**config.mk**
```make
export PLATFORM = sky130hd
export DESIGN_NAME = vedic_mult_pipe
export DESIGN_NICKNAME = d
export VERILOG_FILES = /design/src/rtl/vedic_pkg.sv /design/src/rtl/vedic_core.sv /design/src/rtl/vedic_mult_pipe.sv
export SDC_FILE = /design/constraint.sdc
export NUM_CORES = 1
export LEC_CHECK = 0
export CELL_PAD_IN_SITES_DETAIL_PLACEMENT = 1
export CELL_PAD_IN_SITES_GLOBAL_PLACEMENT = 1
export CORE_MARGIN = 2
export CORE_UTILIZATION = 44
export DETAILED_ROUTE_END_ITERATION = 10
export PLACE_DENSITY = 0.83
export SLEW_MARGIN = 40
export SYNTH_ARGS = -nofsm -noshare
export SYNTH_HDL_FRONTEND = slang
export SYNTH_SLANG_ARGS = --single-unit
```
**constraint.sdc**
```tcl
create_clock -name clk -period 2.5 [get_ports clk]
set_input_delay 0.25 -clock clk [delete_from_list [all_inputs] [get_ports clk]]
set_output_delay 0.25 -clock clk [all_outputs]
set_load 0.005 [all_outputs]
```
**src/rtl/vedic_pkg.sv**
```systemverilog
// Shared constants and elaboration helpers for the pipelined Vedic multiplier.
package vedic_pkg;

  localparam int VEDIC_PIPE_STAGES = 3;

  // Legal operand widths: powers of two from 8 to 64.
  function automatic bit vedic_width_ok(input int w);
    return (w >= 8) && (w <= 64) && ((w & (w - 1)) == 0);
  endfunction

  function automatic int vedic_prod_w(input int w);
    return 2 * w;
  endfunction

endpackage

```
**src/rtl/vedic_core.sv**
```systemverilog
// Combinational W x W Vedic multiplier, built recursively down to 2x2 cells.
module vedic_core #(
  parameter int W = 8
) (
  input  logic [W-1:0]   a_i,
  input  logic [W-1:0]   b_i,
  output logic [2*W-1:0] p_o
);

  if (W == 2) begin : g_cell
    logic c;
    assign c      = (a_i[1] & b_i[0]) & (a_i[0] & b_i[1]);
    assign p_o[0] = a_i[0] & b_i[0];
    assign p_o[1] = (a_i[1] & b_i[0]) ^ (a_i[0] & b_i[1]);
    assign p_o[2] = (a_i[1] & b_i[1]) ^ c;
    assign p_o[3] = (a_i[1] & b_i[1]) & c;
  end else begin : g_rec
    localparam int HW = W / 2;
    logic [3:0][W-1:0] q;

    // q[i]: a half selected by i[0], b half by i[1]
    for (genvar i = 0; i < 4; i++) begin : g_sub
      vedic_core #(.W(HW)) u_sub (
        .a_i(a_i[(i % 2)*HW +: HW]),
        .b_i(b_i[(i / 2)*HW +: HW]),
        .p_o(q[i])
      );
    end

    assign p_o = {q[3], q[0]}
               + {{HW{1'b0}}, q[1], {HW{1'b0}}}
               + {{HW{1'b0}}, q[2], {HW{1'b0}}};
  end

endmodule

```
**src/rtl/vedic_mult_pipe.sv**
```systemverilog
// Three-stage pipelined Vedic multiplier with valid/ready on both sides and a tag.
// Define VEDIC_SIGNED_EN to add the in_signed port and two's-complement operation.
module vedic_mult_pipe
  import vedic_pkg::*;
#(
  parameter int WIDTH = 16,
  parameter int TAG_W = 4
) (
  input  logic                           clk,
  input  logic                           rst_n,
  input  logic                           in_valid,
  output logic                           in_ready,
  input  logic [WIDTH-1:0]               in_a,
  input  logic [WIDTH-1:0]               in_b,
  input  logic [TAG_W-1:0]               in_tag,
`ifdef VEDIC_SIGNED_EN
  input  logic                           in_signed,
`endif
  output logic                           out_valid,
  input  logic                           out_ready,
  output logic [vedic_prod_w(WIDTH)-1:0] out_p,
  output logic [TAG_W-1:0]               out_tag
);

  localparam int H  = WIDTH / 2;
  localparam int PW = vedic_prod_w(WIDTH);
  localparam int NS = VEDIC_PIPE_STAGES;

  typedef logic [WIDTH-1:0] word_t;
  typedef logic [WIDTH+1:0] cross_t;

  if (!vedic_width_ok(WIDTH)) begin : g_bad_width
    $fatal(1, "vedic_mult_pipe: WIDTH must be a power of two in 8..64");
  end

  // Bubble-collapsing flow control: a stage loads whenever it is empty or downstream moves.
  logic [NS:1] vld_q, vld_up, rdy, ld;
  assign vld_up = {vld_q[NS-1:1], in_valid};
  assign rdy[3] = !vld_q[3] || out_ready;
  assign rdy[2] = !vld_q[2] || rdy[3];
  assign rdy[1] = !vld_q[1] || rdy[2];
  assign ld     = rdy & vld_up;

  always_ff @(posedge clk or negedge rst_n) begin
    if (!rst_n) vld_q <= '0;
    else for (int k = 1; k <= NS; k++) if (rdy[k]) vld_q[k] <= vld_up[k];
  end

  word_t a_m, b_m;
`ifdef VEDIC_SIGNED_EN
  logic neg_a, neg_b, sgn1_q, sgn2_q, sgn3_d;
  assign neg_a = in_signed & in_a[WIDTH-1];
  assign neg_b = in_signed & in_b[WIDTH-1];
  assign a_m   = neg_a ? word_t'(-in_a) : in_a;
  assign b_m   = neg_b ? word_t'(-in_b) : in_b;

  always_ff @(posedge clk or negedge rst_n) begin
    if (!rst_n) begin
      sgn1_q <= 1'b0;
      sgn2_q <= 1'b0;
    end else begin
      if (ld[1]) sgn1_q <= neg_a ^ neg_b;
      if (ld[2]) sgn2_q <= sgn1_q;
    end
  end
  assign sgn3_d = sgn2_q;
`else
  assign a_m = in_a;
  assign b_m = in_b;
`endif

  // Stage 1: pp[0]=aL*bL, pp[1]=aH*bL, pp[2]=aL*bH, pp[3]=aH*bH
  logic [3:0][WIDTH-1:0] pp_d, pp_q;
  logic [TAG_W-1:0]      tag1_q, tag2_q, tag3_q;

  for (genvar i = 0; i < 4; i++) begin : g_pp
    vedic_core #(.W(H)) u_core (
      .a_i(a_m[(i % 2)*H +: H]),
      .b_i(b_m[(i / 2)*H +: H]),
      .p_o(pp_d[i])
    );
  end

  always_ff @(posedge clk or negedge rst_n) begin
    if (!rst_n) begin
      pp_q   <= '0;
      tag1_q <= '0;
    end else if (ld[1]) begin
      pp_q   <= pp_d;
      tag1_q <= in_tag;
    end
  end

  // Stage 2: cross sum carries two extra bits so nothing is lost.
  cross_t       cross_d, cross_q;
  logic [H-1:0] lo_q;
  word_t        hh_q;
  assign cross_d = cross_t'(pp_q[1]) + cross_t'(pp_q[2]) + cross_t'(pp_q[0][WIDTH-1:H]);

  always_ff @(posedge clk or negedge rst_n) begin
    if (!rst_n) begin
      cross_q <= '0;
      lo_q    <= '0;
      hh_q    <= '0;
      tag2_q  <= '0;
    end else if (ld[2]) begin
      cross_q <= cross_d;
      lo_q    <= pp_q[0][H-1:0];
      hh_q    <= pp_q[3];
      tag2_q  <= tag1_q;
    end
  end

  // Stage 3
  word_t           hi_d;
  logic [PW-1:0]   res_u, res_d, p_q;
  assign hi_d  = hh_q + word_t'(cross_q[WIDTH+1:H]);
  assign res_u = {hi_d, cross_q[H-1:0], lo_q};
`ifdef VEDIC_SIGNED_EN
  assign res_d = sgn3_d ? (PW)'(-res_u) : res_u;
`else
  assign res_d = res_u;
`endif

  always_ff @(posedge clk or negedge rst_n) begin
    if (!rst_n) begin
      p_q    <= '0;
      tag3_q <= '0;
    end else if (ld[3]) begin
      p_q    <= res_d;
      tag3_q <= tag2_q;
    end
  end

  assign in_ready  = rdy[1];
  assign out_valid = vld_q[3];
  assign out_p     = p_q;
  assign out_tag   = tag3_q;

endmodule
```
==> run_results.csv <==
group,metric,value,unit
final_layout,synthToLayoutAreaGrowth,41.0,%
drt,avgRoutedWirePerCell,35.2,µm
floorplan,die_w,198,µm
synth,synthCells,1786,
synth,synth_warnings,0,
timing,period_needed,4540,ps
timing,timing.final.ws_setup,-2040,ps
clock_network,cts_tree,"yes",
power_and_ir_drop,p_leak,11.4,nW
clock_network,cts_made_buffers,17,
clock_network,clk_path_buf_depth,2,
synth,netlist_top_cells_count,"inv_1 (264), ha_1 (257), and2_1 (211)",
synth,synth_top_family_by_area,"adder cells",
final_layout,regArea,0.00383,mm²
timing,relSlewSlack,20.1,%
timing,skew,21.0,ps
global_routing,antenna_found_initial,5,
global_routing,overflow,0,
final_layout,finalNetCount,2528,
floorplan,start_util,44.3,%
synth,synthTopCellsByArea,"dfrtp_1 (23%), ha_1 (19%), fa_1 (15%)",
outcome,violations,"setup timing",
synth,ys.flop_type,"dfrtp_1",
worst_setup_path,critical_path_required,2900,ps
worst_setup_path,crit_fanout,7,
drt,drt_pre_antenna_iters,6,
floorplan,dieHeight,198,µm
synth,synth_compound_area_share,10.2,%
synth,synthMuxAreaShare,3.81,%
synth,syn_nets,2209,
worst_setup_path,crit_type,"input port to flop",
timing,post-route-period-util,182,%
drt,drt_iter0_drc,1853,
synth,yosys.cell_types.count,67,
synth,synthXorXnorAreaFrac,5.02,%
floorplan,fp.coreArea,0.0374,mm²
global_routing,grt_pass1_vias,18277,
worst_setup_path,reg2reg_slack,-840,ps
clock_network,insertion_delay,520,ps
synth,synth-simple-area-share,15.8,%
clock_network,htreeDepth,4,
timing,max_clock_freq,0.220,GHz
clock_network,clkSinkCount,153,
floorplan,die_area,0.0393,mm²
final_layout,fin_area,0.0234,mm²
min_path,hold_class,"input port to flop",
timing,rsz0062_at_grt,"true",
final_layout,fill_cells,3948,
synth,yosysMostFrequentCell,"inv_1",
timing,tightest_slew,1200,ps
place,gp_congestion,0.891,
drt,routed_wirelength,92600,µm
synth,avgSynthCellArea,9.29,µm²
final_layout,fin_util,62.5,%
global_routing,grt_max_degree,77,
outcome,outcome,"finished, violations left",
synth,yosys.area.top_type_share,23.1,%
floorplan,ios,78,
clock_network,clk_pin_slew,80,ps
floorplan,rows,71,
drt,drc,0,
drt,vias,17276,
place,place_area,0.0202,mm²
place,post-place-ws,-2590,ps
final_layout,multi_input_area,0.0141,mm²
global_routing,grt.total_usage,39.3,%
drt,post_drt_via_cell_ratio,6.56,
synth,synthesis.area,0.0166,mm²
job,drv_cap,0,
place,place_hpwl,42400,µm
clock_network,root_buffer,"clkbuf_16",
worst_setup_path,worstPathArrival,4940,ps
synth,yosysSeqAreaShare,23.1,%
power_and_ir_drop,power_density,1220,mW/mm²
final_layout,drive_above_1_share,38.3,%
timing,slew_violations,0,
power_and_ir_drop,ir_drop,727,µV
timing,hold_viol_final,0,
worst_setup_path,startpoint_type,"input port",
synth,synth-seq-cells,153,
power_and_ir_drop,p_total,28.4,mW
timing,setup_violations,60,
synth,yosys.area.top_type,"dfrtp_1",
synth,postSynth.asyncResetShare,100,%
synth,synthAdderAreaFrac,34.6,%
place,port_buffers,77,
synth,synth-edff-count,0,
worst_setup_path,setup.worst_path.end_class,"flop",
drt,ant_nets,0,
global_routing,grt_pass1_wl,113000,µm
[layer usage]
metal,track usage (%),part of all wire (%),vias up
li1,-,-,6452
met1,38.2,32,8360
met2,68.2,45,1583
met3,10.1,10,879
met4,36.8,13,2
met5,0,0.014,-
[critical path, stage by stage]
cell and delay [ps]:
buf_8 110, buf_8 130, buf_6 120, buf_6 130
and2_1 340, ha_4 390, inv_2 40, fa_1 520
inv_2 80, fa_2 520, inv_1 70, fa_1 580
inv_1 210, ha_1 300, a21o_1 250, nor3_4 230
a21oi_4 110, o21ai_2 180, xnor2_1 120, o21ai_1 260
[cells in the final DEF, fill, tap and decap left out, types with 6 or more instances in the layout]
| master | n |
|---|---|
| ha_1 | 155 |
| xnor2_2 | 21 |
| and2_4 | 44 |
| inv_1 | 212 |
| nor3_1 | 7 |
| fa_1 | 93 |
| o21ai_1 | 32 |
| ha_4 | 85 |
| o21a_1 | 10 |
| fa_2 | 33 |
| and2_1 | 167 |
| buf_4 | 210 |
| o21ai_0 | 29 |
| nand4_1 | 7 |
| nand2_1 | 193 |
| a21o_1 | 45 |
| nand3_1 | 12 |
| clkdlybuf4s50_1 | 44 |
| buf_12 | 14 |
| a21oi_2 | 30 |
| buf_2 | 17 |
| nor2_1 | 15 |
| mux2_2 | 50 |
| dfrtp_1 | 149 |
| buf_6 | 65 |
| a21oi_1 | 23 |
| buf_8 | 6 |
| o21ai_2 | 20 |
| clkbuf_16 | 17 |
| ha_2 | 17 |
| xnor2_1 | 24 |
| a21oi_4 | 14 |
| inv_2 | 51 |
| xor2_2 | 10 |
| xor2_1 | 36 |
| nand2b_1 | 7 |
[power by group]
part	internal (mW)	switching, mW
Combinational	9.31	11.6
Sequential	3.51	1.11
Clock	1.35	1.50
Total	14.2	14.2
[cell type report]
class	count	share of cell area, %
antenna	5	0.0535
clock buffer	18	1.88
clock inverter	14	0.572
inverter	264	4.25
multi-input combinational	1308	60.1
sequential	153	16.4
tap	511	2.73
timing repair buffer	361	14.0
[repair_timing]
| item | CTS | global route |
|---|---|---|
| endpoints found under the hold margin | 72 | 0 |
| pin swaps | 224 | 192 |
| hold buffers | 1 | 0 |
| buffers inserted | 62 | 43 |
| resized for setup | 375 | 196 |
| cloned | 1 | 0 |
| setup endpoints to repair | 59 | 62 |
[sequential cells by signal, indices dropped and copies added, names as in the netlist]
name,cells
out_p,32
tag1_q,4
vld_q,3
out_tag,4
pp_q,64
lo_q,8
hh_q,16
cross_q,18
tag2_q,4
[metrics by stage]
stage | hold WS, ps | instances | setup TNS (ps)
after floorplan | -45.6 | 1786 | -55930
after global placement | 327 | 2512 | -95670
after detailed placement | 339 | 2512 | -106090
after CTS | 258 | 2603 | -58780
after global routing | 276 | 2629 | -76060
final | 243 | 2634 | -74730
[cell families after synthesis]
family | Yosys count
adder cells (fa/ha/maj) | 383
AO/OA/AOI/OAI | 265
AND/OR/NAND/NOR | 509
buffers and inverters | 325
multiplexers | 56
flip-flops | 153
XOR/XNOR | 95
[worst paths after layout]
check | startpoint | end | cells past startpoint
worst max-delay path | in_b[9] | pp_q[62] | 20
min in group asynchronous | rst_n | pp_q[26] | 2
worst min register to register | out_p[12] | out_p[12] | 2
max in group asynchronous | rst_n | tag1_q[0] | 3
worst min-delay path | in_a[0] | pp_q[32] | 4
worst max register to register | pp_q[21] | cross_q[15] | 8
No activity file was read; power rests on OpenSTA's default activity.
